[config.mk]
export PLATFORM = sky130hd
export DESIGN_NAME = output_port_scheduler
export DESIGN_NICKNAME = d
export VERILOG_FILES = /design/src/rtl/output_port_scheduler_pkg.sv /design/src/rtl/output_port_scheduler_rr_arbiter.sv /design/src/rtl/output_port_scheduler.sv
export SDC_FILE = /design/constraint.sdc
export NUM_CORES = 1
export LEC_CHECK = 0
export ABC_AREA = 1
export CAP_MARGIN = 20
export CORE_ASPECT_RATIO = 0.8
export CORE_MARGIN = 10
export CORE_UTILIZATION = 30
export DETAILED_ROUTE_END_ITERATION = 8
export SYNTH_ARGS = -nofsm -noshare
export SYNTH_HDL_FRONTEND = slang
export SYNTH_SLANG_ARGS = --single-unit
[constraint.sdc]
create_clock -name clk -period 6.7 [get_ports clk]
set_input_delay 1.005 -clock clk [delete_from_list [all_inputs] [get_ports clk]]
set_output_delay 1.005 -clock clk [all_outputs]
set_load 0.05 [all_outputs]
[src/rtl/output_port_scheduler_pkg.sv]
// rtl/output_port_scheduler_pkg.sv - shared flit encodings and scheduler state type
package output_port_scheduler_pkg;

  localparam logic [2:0] FLIT_HEADER  = 3'b001;
  localparam logic [2:0] FLIT_PAYLOAD = 3'b010;
  localparam logic [2:0] FLIT_TAIL    = 3'b100;

  typedef enum logic {
    ST_IDLE   = 1'b0,
    ST_ACTIVE = 1'b1
  } sched_state_e;

endpackage

[src/rtl/output_port_scheduler_rr_arbiter.sv]
// rtl/output_port_scheduler_rr_arbiter.sv - combinational round-robin pick, last served lowest priority
module rr_arbiter #(
  parameter int NUM_REQ = 5,
  parameter int IW      = 3
) (
  input  logic [NUM_REQ-1:0] request,
  input  logic [IW-1:0]      last_served,
  output logic [NUM_REQ-1:0] grant
);

  logic [IW-1:0] idx;

  // Walk from the lowest priority upward so the last hit (offset 1) wins.
  always_comb begin
    grant = '0;
    idx   = '0;
    for (int k = NUM_REQ; k >= 1; k--) begin
      idx = IW'((int'(last_served) + k) % NUM_REQ);
      if (request[idx]) begin
        grant = NUM_REQ'(1) << idx;
      end
    end
  end

endmodule

[src/rtl/output_port_scheduler.sv]
// rtl/output_port_scheduler.sv - credit-based packet scheduler for one router output port
module output_port_scheduler
  import output_port_scheduler_pkg::*;
#(
  parameter int NUM_REQ = 5,
  parameter int CREDITS = 4
) (
  input  logic                 clk,
  input  logic                 rst,
  input  logic [NUM_REQ-1:0]   req,
  input  logic [3*NUM_REQ-1:0] flit_type,
  input  logic                 credit_in,
  output logic [NUM_REQ-1:0]   grant,
  output logic [NUM_REQ-1:0]   rd_en,
  output logic                 out_valid,
  output logic                 idle,
  output logic                 proto_err
);

  localparam int IW = (NUM_REQ > 1) ? $clog2(NUM_REQ) : 1;
  localparam int CW = $clog2(CREDITS + 1);

  sched_state_e          state;
  logic [IW-1:0]         last_served;
  logic [IW-1:0]         gidx;
  logic [CW-1:0]         credit;
  logic                  first_flit;
  logic [NUM_REQ-1:0]    hdr_mask;
  logic [NUM_REQ-1:0]    arb_grant;
  logic [2:0]            g_type;
  logic                  xfer;

  always_comb begin
    hdr_mask = '0;
    g_type   = '0;
    gidx     = '0;
    for (int i = 0; i < NUM_REQ; i++) begin
      hdr_mask[i] = (flit_type[3*i +: 3] == FLIT_HEADER);
      if (grant[i]) begin
        g_type = flit_type[3*i +: 3];
        gidx   = IW'(i);
      end
    end
  end

  rr_arbiter #(
    .NUM_REQ (NUM_REQ),
    .IW      (IW)
  ) u_rr_arbiter (
    .request     (req & hdr_mask),
    .last_served (last_served),
    .grant       (arb_grant)
  );

  assign xfer      = (state == ST_ACTIVE) && |(req & grant) && (credit != '0);
  assign rd_en     = xfer ? grant : '0;
  assign out_valid = xfer;
  assign idle      = (state == ST_IDLE);

  always_ff @(posedge clk or negedge rst) begin
    if (!rst) begin
      state       <= ST_IDLE;
      grant       <= '0;
      last_served <= IW'(NUM_REQ - 1);
      credit      <= CW'(CREDITS);
      first_flit  <= 1'b0;
      proto_err   <= 1'b0;
    end else begin
      case ({xfer, credit_in})
        2'b10: credit <= credit - CW'(1);
        2'b01: begin
          if (credit == CW'(CREDITS)) proto_err <= 1'b1;
          else                        credit    <= credit + CW'(1);
        end
        default: ;
      endcase

      case (state)
        ST_IDLE: begin
          if (|arb_grant) begin
            grant      <= arb_grant;
            first_flit <= 1'b1;
            state      <= ST_ACTIVE;
          end else if (|req) begin
            proto_err  <= 1'b1;
          end
        end
        ST_ACTIVE: begin
          // Only the packet's opening flit may be a HEADER.
          if (xfer) begin
            first_flit <= 1'b0;
            if (g_type == FLIT_TAIL) begin
              grant       <= '0;
              last_served <= gidx;
              state       <= ST_IDLE;
            end else if (g_type == FLIT_HEADER && !first_flit) begin
              proto_err   <= 1'b1;
            end
          end
        end
        default: ;
      endcase
    end
  end

endmodule

After elaboration in Yosys (flattened, before gate mapping)
Index checks and enable logic that the tools add are counted.
{ "classes": {"n_bitwise": 3, "n_div": 5, "add_sub_neg": 7, "n_reduce_logical": 13, "order_cmp": 5, "n_shift": 5, "mux": 46, "n_eq_ne": 14} }
{ "op_table": {"columns": ["op", "n"], "rows": [
  ["32-bit by 4-bit remainder unit with 32-bit output, second input constant", 5],
  ["5-bit two-way mux", 9],
  ["1-bit by 3-bit << shifter with 5-bit output, first input constant", 5],
  ["3-bit two-way mux", 8],
  ["3-bit by 4-bit less-than comparator with 1-bit output, second input constant", 5],
  ["3-bit by 1-bit equality test with 1-bit output, second input constant", 6],
  ["1-bit two-way mux", 18],
  ["1-bit binary-select mux with 3-bit select", 5],
  ["5-bit OR reduction", 3],
  ["5-bit bitwise AND", 2],
  ["5-bit case mux with 2 select lines", 1],
  ["3-bit by 2-bit adder with 4-bit output, second input constant", 2],
  ["3-bit by 3-bit adder with 4-bit output, second input constant", 2],
  ["3-bit equality test, second input constant", 2],
  ["2-bit by 1-bit != test with 1-bit output, second input constant", 3],
  ["1-bit case mux with 2 select lines", 3],
  ["3-bit case mux with 2 select lines", 1],
  ["3-bit AND reduction", 2],
  ["3-bit by 1-bit adder with 4-bit output, second input constant", 1],
  ["2-bit AND reduction", 2],
  ["3-bit by 1-bit adder with 3-bit output, second input constant", 1],
  ["1-bit logical AND", 3],
  ["3-bit nonzero test", 1],
  ["3-bit by 1-bit subtractor with 3-bit output, second input constant", 1],
  ["7 further kinds", 7]
]} }
{ "word_totals": {"word_cells": 104, "out_inout_bits": 13, "reg_bits": 14, "inputBits": 23} }

Longest topological paths before layout
Gate-level depths: netlist of run 1.
{ "depth": {"depth_word": 12, "depth_mapped": 31, "depth_no_buf": 31} }

Modules after synthesis
Synthesis of run 1 repeated with hierarchy kept, for this count alone.
{ "hier_totals": {"cells_unflattened": 498, "hier_area_um2": 2926.6} }
{ "by_module_without_submodules": {"columns": ["module", "n_inst", "area_each_um2", "cells_each"], "rows": [
  ["rr_arbiter", 1, 1928.1, 351],
  ["output_port_scheduler", 1, 998.5, 147]
]} }

Worst setup path before layout of run 1
Ideal clock, no wire load.
{ "synth_path": {"kind": "input to output", "start": "input req[1]", "end": "output rd_en[0]", "t_arrival_ns": 3.609, "path_slack_ns": 2.086, "path_stages": 6, "cell_sequence": "inv_1 -> o22ai_1 -> a211oi_1 -> nor3_1 -> inv_1 -> nor2_1"} }
{ "synth_via": {"elab_chain_len": 5} }
{ "synth_lines": {"columns": ["item", "line", "rtl"], "rows": [
  ["start, declared", "output_port_scheduler.sv:10", "input logic [NUM_REQ-1:0] req,"],
  ["5-bit bitwise AND", "output_port_scheduler.sv:55", "assign xfer = (state == ST_ACTIVE) && |(req & grant) && (credit != '0);"],
  ["5-bit OR reduction", "output_port_scheduler.sv:55", null],
  ["1-bit logical AND (2 in series)", "output_port_scheduler.sv:55", null],
  ["via out_valid", "output_port_scheduler.sv:15", "output logic out_valid,"],
  ["5-bit two-way mux", "output_port_scheduler.sv:56", "assign rd_en = xfer ? grant : '0;"],
  ["end, declared", "output_port_scheduler.sv:14", "output logic [NUM_REQ-1:0] rd_en,"]
]} }
The timed path passes the listed nets, and every way through them passes these cells.

Worst setup path in the final report of run 1
{ "layout_path": {"start": "register last_served[0]", "end": "register grant[4]"} }
{ "layout_via": {"elab_chain_len": 12, "word_cells_on_any_way": 35, "classes_between": "5 x add/sub; 5 x div; 1 x eq/ne; 5 x shift; 17 x mux; 2 x reduce/logical"} }
{ "layout_lines": {"columns": ["item", "line", "rtl"], "rows": [
  ["start, declared", "output_port_scheduler.sv:24", "logic [IW-1:0] last_served;"],
  ["start signal, assigned", "output_port_scheduler.sv:64", "last_served <= IW'(NUM_REQ - 1);"],
  ["start signal, assigned", "output_port_scheduler.sv:94", "last_served <= gidx;"],
  ["3-bit by 3-bit adder with 4-bit output", "output_port_scheduler_rr_arbiter.sv:18", "idx = IW'((int'(last_served) + k) % NUM_REQ);"],
  ["32-bit by 4-bit remainder unit with 32-bit output", "output_port_scheduler_rr_arbiter.sv:18", null],
  ["1-bit binary-select mux with 3-bit select", "output_port_scheduler_rr_arbiter.sv:19", "if (request[idx]) begin"],
  ["1-bit two-way mux (implied by the code)", "output_port_scheduler_rr_arbiter.sv:19", null],
  ["5-bit two-way mux (4 in series)", "output_port_scheduler_rr_arbiter.sv:19", null],
  ["5-bit two-way mux *", "output_port_scheduler_rr_arbiter.sv:19", null],
  ["5-bit OR reduction", "output_port_scheduler.sv:80", "if (|arb_grant) begin"],
  ["2-bit by 1-bit != test with 1-bit output (no source line)", null, null],
  ["3-bit AND reduction (no source line)", null, null],
  ["end signal, assigned", "output_port_scheduler.sv:81", "grant <= arb_grant;"],
  ["end, declared", "output_port_scheduler.sv:13", "output logic [NUM_REQ-1:0] grant,"]
]} }
Mark *: on every way between the ends. The rest lies on a longest branch, timed or not. The select of a mux whose other input is x is not followed.
A chain may end at the register's enable or synchronous reset.

==> results of run 1 <==
## synthesized netlist by cell type, types with 2 or more instances
cell type  instances  area [um2]
a211oi_1           2        15.0
a21oi_1           13        65.1
a22oi_1            2        15.0
buf_2              3        15.0
dfrtp_1           12         300
dfstp_2            2        52.6
ha_1              22         275
inv_1             55         206
inv_2             10        37.5
nand2_1          149         559
nand2_2           16         100
nand2_4            6        67.6
nand3_1           33         165
nand3_2            7        70.1
nand3_4            2        35.0
nand4_1            9        56.3
nor2_1            42         158
nor3_1             9        45.0
nor4_1             4        25.0
o21ai_0           15        75.1
o21ai_1            5        25.0
o21ai_2            2        17.5
xor2_1             8        70.1
## final cells by class
cell class	instances	area, um2	share of cell area
inverters	66	248	0.0772
flip-flops and latches	14	353	0.110
multi-input cells	368	2050	0.640
repair buffers	36	358	0.112
well taps	112	140	0.0437
clock buffers	4	55.1	0.0172
## metal layers
layer | GRT usage | wire length, um | up-vias
met3 | 0.0162 | 469 | 9
met4 | 0.0230 | 81 | 0
met5 | 0 | 0 | -
met1 | 0.169 | 4110 | 1349
li1 | - | - | 1526
met2 | 0.180 | 3510 | 84
## cell families after synthesis
family | synth area share
simple gates | 0.497
buf+inv | 0.102
mux | 0.00420
compound gates | 0.123
xor+xnor | 0.0322
fa+ha+maj | 0.110
flops | 0.132
## metrics by stage
stage	worst slack (ns)	std cells	cell area, um2	utilization	hold slack [ns]
floorplan	2.09	453	2680	-	0.451
global placement	2.01	596	3150	0.367	0.469
detailed placement	1.89	596	3150	0.367	0.471
CTS	1.89	600	3210	0.373	0.484
global route	1.33	600	3210	0.373	0.505
finish	1.85	600	3210	0.373	0.487
## registers in the layout, summed over array words and instances (netlist names)
name         cells
state            1
proto_err        1
credit           3
first_flit       1
last_served      3
grant            5
## worst min-delay path, cell delays in order, from the launching register on
cell	delay [ns]
dfrtp_1	0.34
nand2_1	0.06
nand2_1	0.06
## worst min-delay path by stage
stage               startpoint    endpoint  slack, ns  depth (start not counted)
finish              first_flit  first_flit       0.49                          2
global route        first_flit  first_flit       0.50                          2
CTS                 first_flit  first_flit       0.48                          2
detailed placement  first_flit  first_flit       0.47                          2
global placement    first_flit  first_flit       0.47                          2
floorplan           first_flit  first_flit       0.45                          2
==> run summary, run 1 <==
The post-cts gate resize count is 0. At the end of routability-driven placement, the weighted congestion stood at 0.976. The combined global-route utilization of all metal layers came out at 0.117. The slowest stage of the critical path belongs to the cell dfrtp_1. The root buffer cell chosen for the clock tree is clkbuf_8.

The final-report max-slew violation count was 0. The run finished with clean final reports. The clock reaches the later pin of the worst-skew pair after 0.25 ns.

The endpoint of the most critical setup path is grant[4]. Dividing the final minimum period by the clock period gives 0.724. After synthesis, the share of flip-flops with an asynchronous set or reset is 1.00. A synthesized cell averages 5.92 um2.

Measured in cells, the most critical reg-to-reg path has a length of 29. In the synthesized netlist the dominant register cell turns out to be dfrtp_1. The clock arrives with 0.00250 ns of skew. The wire length reported by the detailed router is 8170 um. The synthesized flop and latch total is 14. The worst register-to-register path ends at grant[4]. The starting utilization of the core area is 0.312. The data arrival time at the worst-slack endpoint came out at 4.99 ns. Post-CTS timing repair inserted 0 buffers for setup.

The wire length of the first global-routing pass came out at 13500 um. The summed negative setup slack over all endpoints came out at 0 ns. The type of the setup path with the least slack is reg2reg.

The fraction of the yosys area taken by sequential cells came out at 0.132. The total number of clock tree sinks came out at 14. Leaving out fill and tap cells, the most frequent cell in the layout is nand2_1. The quantity of hold-fixing buffers added after cts came out at 0.

The count of cell instances traversed by the critical path is 29. Dividing the detail-routed via count by the number of cells gives 4.95. The residual antenna-violating net count after detailed routing came out at 0. The maximum cell stage delay along the critical path came out at 0.79 ns. The net count of the finished layout is 535. After clock tree synthesis, the clock-pin slew on the worst setup and hold paths is 0.06 ns. The half-perimeter wire length after placement is 6760 um. The number of rows created at floorplan came out at 30. The count of buffers inserted at the top-level ports is 35.

The overall die height is 105 um. By instance count, the cell type seen most on the critical path is nand2_1. TritonCTS built the clock tree. The total CTS buffers came out at 3. The initial antenna violation count is 0. The startpoint of the most critical setup path is last_served[0]. Data on the critical path is required at its endpoint by 6.85 ns. Summed over all layers, the global routing overflow is 0.

Compared with the post-synthesis result, the final layout area differs by 19.6%. The area of the core is 8600 um2. Yosys mapped the design onto 48 distinct sky130hd cell types. The H-tree level count came out at 1. For the pin with the worst max-slew slack, the measured transition is 0.806 ns. The tool flagged a number of max-cap violations equal to 0. The total of warnings raised by yosys came out at 0. The share of layout cells above drive strength 1 is 0.123. In the routed design, unresolved DRC markers number 0. STA classifies the critical path endpoint as a flip-flop. The worst relative slew slack is 0.458. The detailed router placed 2968 vias in this run. The largest fanout on the critical path came out at 17. The x dimension of the die is 126 um.

The die outline area came out at 13100 um2. The pre-antenna-repair detailed-routing pass consisted of 6 iterations. The number of fill cells in the layout is 929.

The number of failing hold endpoints at the final stage came to 0. Leaving out fill and tap cells, the most frequent cells in the layout are nand2_1 (149), inv_1 (55), nor2_1 (42), clkdlybuf4s50_1 (35), nand3_1 (33). In this run, synthesis inferred 0 flip-flops with an integrated enable.

Setup repair after global routing left no endpoint under its margin. In this run the critical register-to-register path is launched from last_served[0]. Setup violations remaining at the end of the flow were counted as 0. The first-iteration detailed-routing DRC count is 353. The path class of the tightest hold or removal check is reg2reg. The number of global-route vias before repair was 2723. The number of nets handed over by synthesis was 499. In the final routed layout, each cell accounts on average for 13.6 um. The number of buffers on the longest clock path came out at 2. The worst setup path is launched from a flip-flop.

The largest net degree at the start of global routing is 18. The instance count of the mapped netlist came out at 453. The family of cells with the greatest summed delay on the critical path is simple AND/OR/NAND/NOR gates. The post-layout minimum cycle time came out at 4.85 ns. Counting both buffers and inverters, the worst setup path holds a total of 3.

The synthesized area is 2680 um2. The count of pins on the block boundary came out at 36. The reg-to-reg setup timing slack is 1.85 ns. The number of diodes added for antenna fixing is 0.

Static timing analysis puts the maximum clock frequency at 206 MHz.
Power of run 1 is left out: the tool's default activity adds up to more than one toggle a clock period on the data nets, which glitch-free logic cannot reach.
==> run 2: changes to the inputs <==
==> constraint.sdc (replaced) <==
create_clock -name clk -period 4.1 [get_ports clk]
set_input_delay 0.615 -clock clk [delete_from_list [all_inputs] [get_ports clk]]
set_output_delay 0.615 -clock clk [all_outputs]
set_load 0.05 [all_outputs]
==> run 2 against run 1 <==
Net effect:
- clock-buffer cell count did not move
- final cell count rose by 1.7%
- clock skew barely moved
- via count rose by 0.13%
- critical path depth did not move
- register-to-register slack got worse by 1.5 ns
- flip-flop and latch count did not move
- critical path type unchanged
- critical endpoint is now grant[0]
==> run summary, run 2 (synthesized netlist as in run 1, its figures left out) <==
The largest fanout on the critical path is 9 (-8). The final-report max-slew violation count is 0 (unchanged). The critical path startpoint category is a flip-flop. The type of the setup path with the least slack is reg2reg. The count of buffers inserted at the top-level ports is 35 (unchanged). The starting utilization of the core area came out at 0.312 (unchanged). In this run the critical register-to-register path is captured at grant[0].

The run finished with clean final reports. The library cells used most frequently in the layout, excluding fill and tap cells, are nand2_1 (146), inv_1 (55), nor2_1 (40), clkdlybuf4s50_1 (35), nand3_1 (33). The routed wire length per instance came out at 13.2 um (-3.0%). The slowest cell on the critical path is dfrtp_2. The overall via count from detail_route is 2972 (+0.13%).

The post-route worst hold slack came out at 0.486 ns (-0.00113 ns). The TritonCTS clock tree is done. The number of flip-flops in the largest register is 5 (unchanged). The half-perimeter wire length after placement is 6680 um (-1.2%). The initial antenna violation count is 0 (unchanged). The die outline area came out at 13100 um2 (unchanged). The reg-to-reg setup timing slack came out at 0.39 ns (-1.46 ns).

The most frequent cell on the critical path is nand2_1. The count of final setup violators came out at 0 (unchanged). The first-iteration detailed-routing DRC count was 249 (-29%). The number of global-route vias before repair was 2676 (-1.7%). The clock tree skew after final layout came out at 0.00232 ns (-0.000180 ns). The detailed-route DRC error count is 0 (unchanged). The fraction of the cycle the final worst path needs is 0.905 (+0.181).

The worst relative slew slack came to 0.565 (+0.107). From synthesis to final layout, the design area changed by 25.1%. The path depth of the worst reg2reg path is 29 (unchanged). In this run the critical register-to-register path is launched from last_served[0]. The clock latency at the later pin of the worst-skew pair came out at 0.25 ns (about the same). The sum of buffers and inverters on the critical path was 2 (-1).

The clock transition at the registers of the reported paths came out at 0.06 ns (about the same). The number of rows created at floorplan was 30 (unchanged). The register with the most flip-flops is grant. The x dimension of the die is 126 um (unchanged). The per-cell via count in the routed design is 4.87 (-1.5%).

The area of the core came out at 8600 um2 (unchanged). The number of buffers on the longest clock path is 2 (unchanged). The transition at the pin with the smallest max-transition slack came out at 0.650 ns (-0.156 ns). The final standard cell utilization of the core is 0.390 (+0.0170).

The cell area after placement came out at 3200 um2 (+1.3%). The worst hold path endpoint is first_flit. The worst setup path is captured at a flip-flop. The largest net degree at the start of global routing came out at 15 (-3). The count of pins on the block boundary is 36 (unchanged). The final design area excluding fillers is 3350 um2 (+4.6%). The number of fill cells in the layout came out at 909 (-2.2%).

The post-layout minimum cycle time was 3.71 ns (-1.14 ns). The number of diodes added for antenna fixing came out at 0 (unchanged). The number of nets in the layout is 545 (+1.9%).

The peak clock frequency supported by timing came to 270 MHz (+31%). The share of layout cells above drive strength 1 is 0.167 (+0.0437). The max-cap violation count came out at 0 (unchanged). The H-tree level count is 1 (unchanged).

The root cell of the clock tree is clkbuf_8. The startpoint of the lowest-slack hold path is first_flit. In the final layout, the registers with the most flip-flops are grant (5), credit (3), last_served (3). The placer's final routability congestion estimate came out at 0.952 (-2.5%). The residual antenna-violating net count after detailed routing came out at 0 (unchanged). The number of cells on the worst hold path came to 2 (unchanged).

The wire length reported by the detailed router came to 8060 um (-1.4%). The overall die height came out at 105 um (unchanged). The total iterations of the first detailed-routing run is 5 (-1). Broken down by cell family, the worst path's largest delay share belongs to simple AND/OR/NAND/NOR gates.

The class of the tightest hold or removal check is reg2reg. The combined global-route utilization of all metal layers is 0.114 (-0.00337). The maximum cell stage delay along the critical path came to 0.43 ns (-0.36 ns). The most frequent standard cell in the layout excluding fill and tap cells is nand2_1.

The total CTS buffers is 3 (unchanged). The total number of clock tree sinks came out at 14 (unchanged). The wire length of the first global-routing pass came out at 13100 um (-3.2%).

The required time reported for the critical path endpoint was 4.29 ns (-2.56 ns). The total congestion overflow is 0 (unchanged). The data arrival time at the worst-slack endpoint came out at 3.90 ns (-1.09 ns). The quantity of hold-fixing buffers added after cts came out at 0 (unchanged). The number of failing hold endpoints at the final stage is 0 (unchanged).
==> run 2: through the flow <==
stage | cells | setup TNS [ns] | worst slack, ns
3_5_place_dp | 601 | 0 | 0.132
3_3_place_gp | 601 | 0 | 0.224
5_1_grt | 610 | -0.101 | -0.0389
6_report | 610 | 0 | 0.390
2_1_floorplan | 453 | 0 | 0.503
4_1_cts | 605 | 0 | 0.106
==> run 2: worst max path at each step <==
stage,start,endpoint,slack (ns),cells after the start
2_1_floorplan,last_served[0],grant[3],0.50,27
3_3_place_gp,last_served[0],grant[1],0.22,29
3_5_place_dp,last_served[1],grant[0],0.13,31
4_1_cts,last_served[1],grant[0],0.11,31
5_1_grt,last_served[2],grant[0],-0.04,30
6_report,last_served[0],grant[0],0.39,29
==> run 2: layout make-up <==
| class | instances | area (um2) | area share |
|---|---|---|---|
| Tap cell | 112 | 140 | 0.0418 |
| Sequential cell | 14 | 355 | 0.106 |
| Multi-Input combinational cell | 368 | 2120 | 0.633 |
| Timing Repair Buffer | 46 | 433 | 0.129 |
| Inverter | 66 | 248 | 0.0739 |
| Clock buffer | 4 | 55.1 | 0.0164 |
==> run 2: repair_timing <==
item,in CTS,in global routing
endpoints found under the setup margin,0,8
gates resized for setup,0,15
buffers inserted,0,5
==> run 2: worst register-to-register path: cells and delay by family (launching register included) <==
kind | cells | cell delay, ns
AND/OR/NAND/NOR | 23 | 1.97
AO/OA/AOI/OAI | 1 | 0.18
adder cells (fa/ha/maj) | 2 | 0.50
XOR/XNOR | 1 | 0.27
flip-flops | 1 | 0.43
buffers and inverters | 2 | 0.29
==> run 2: per-layer routing <==
| layer | track usage | up-vias | routed length (um) |
|---|---|---|---|
| li1 | - | 1548 | - |
| met1 | 0.170 | 1351 | 4110 |
| met2 | 0.176 | 65 | 3550 |
| met3 | 0.00859 | 8 | 338 |
| met4 | 0.0172 | 0 | 63 |
| met5 | 0 | - | 0 |
Power of run 2 is left out for the same reason.
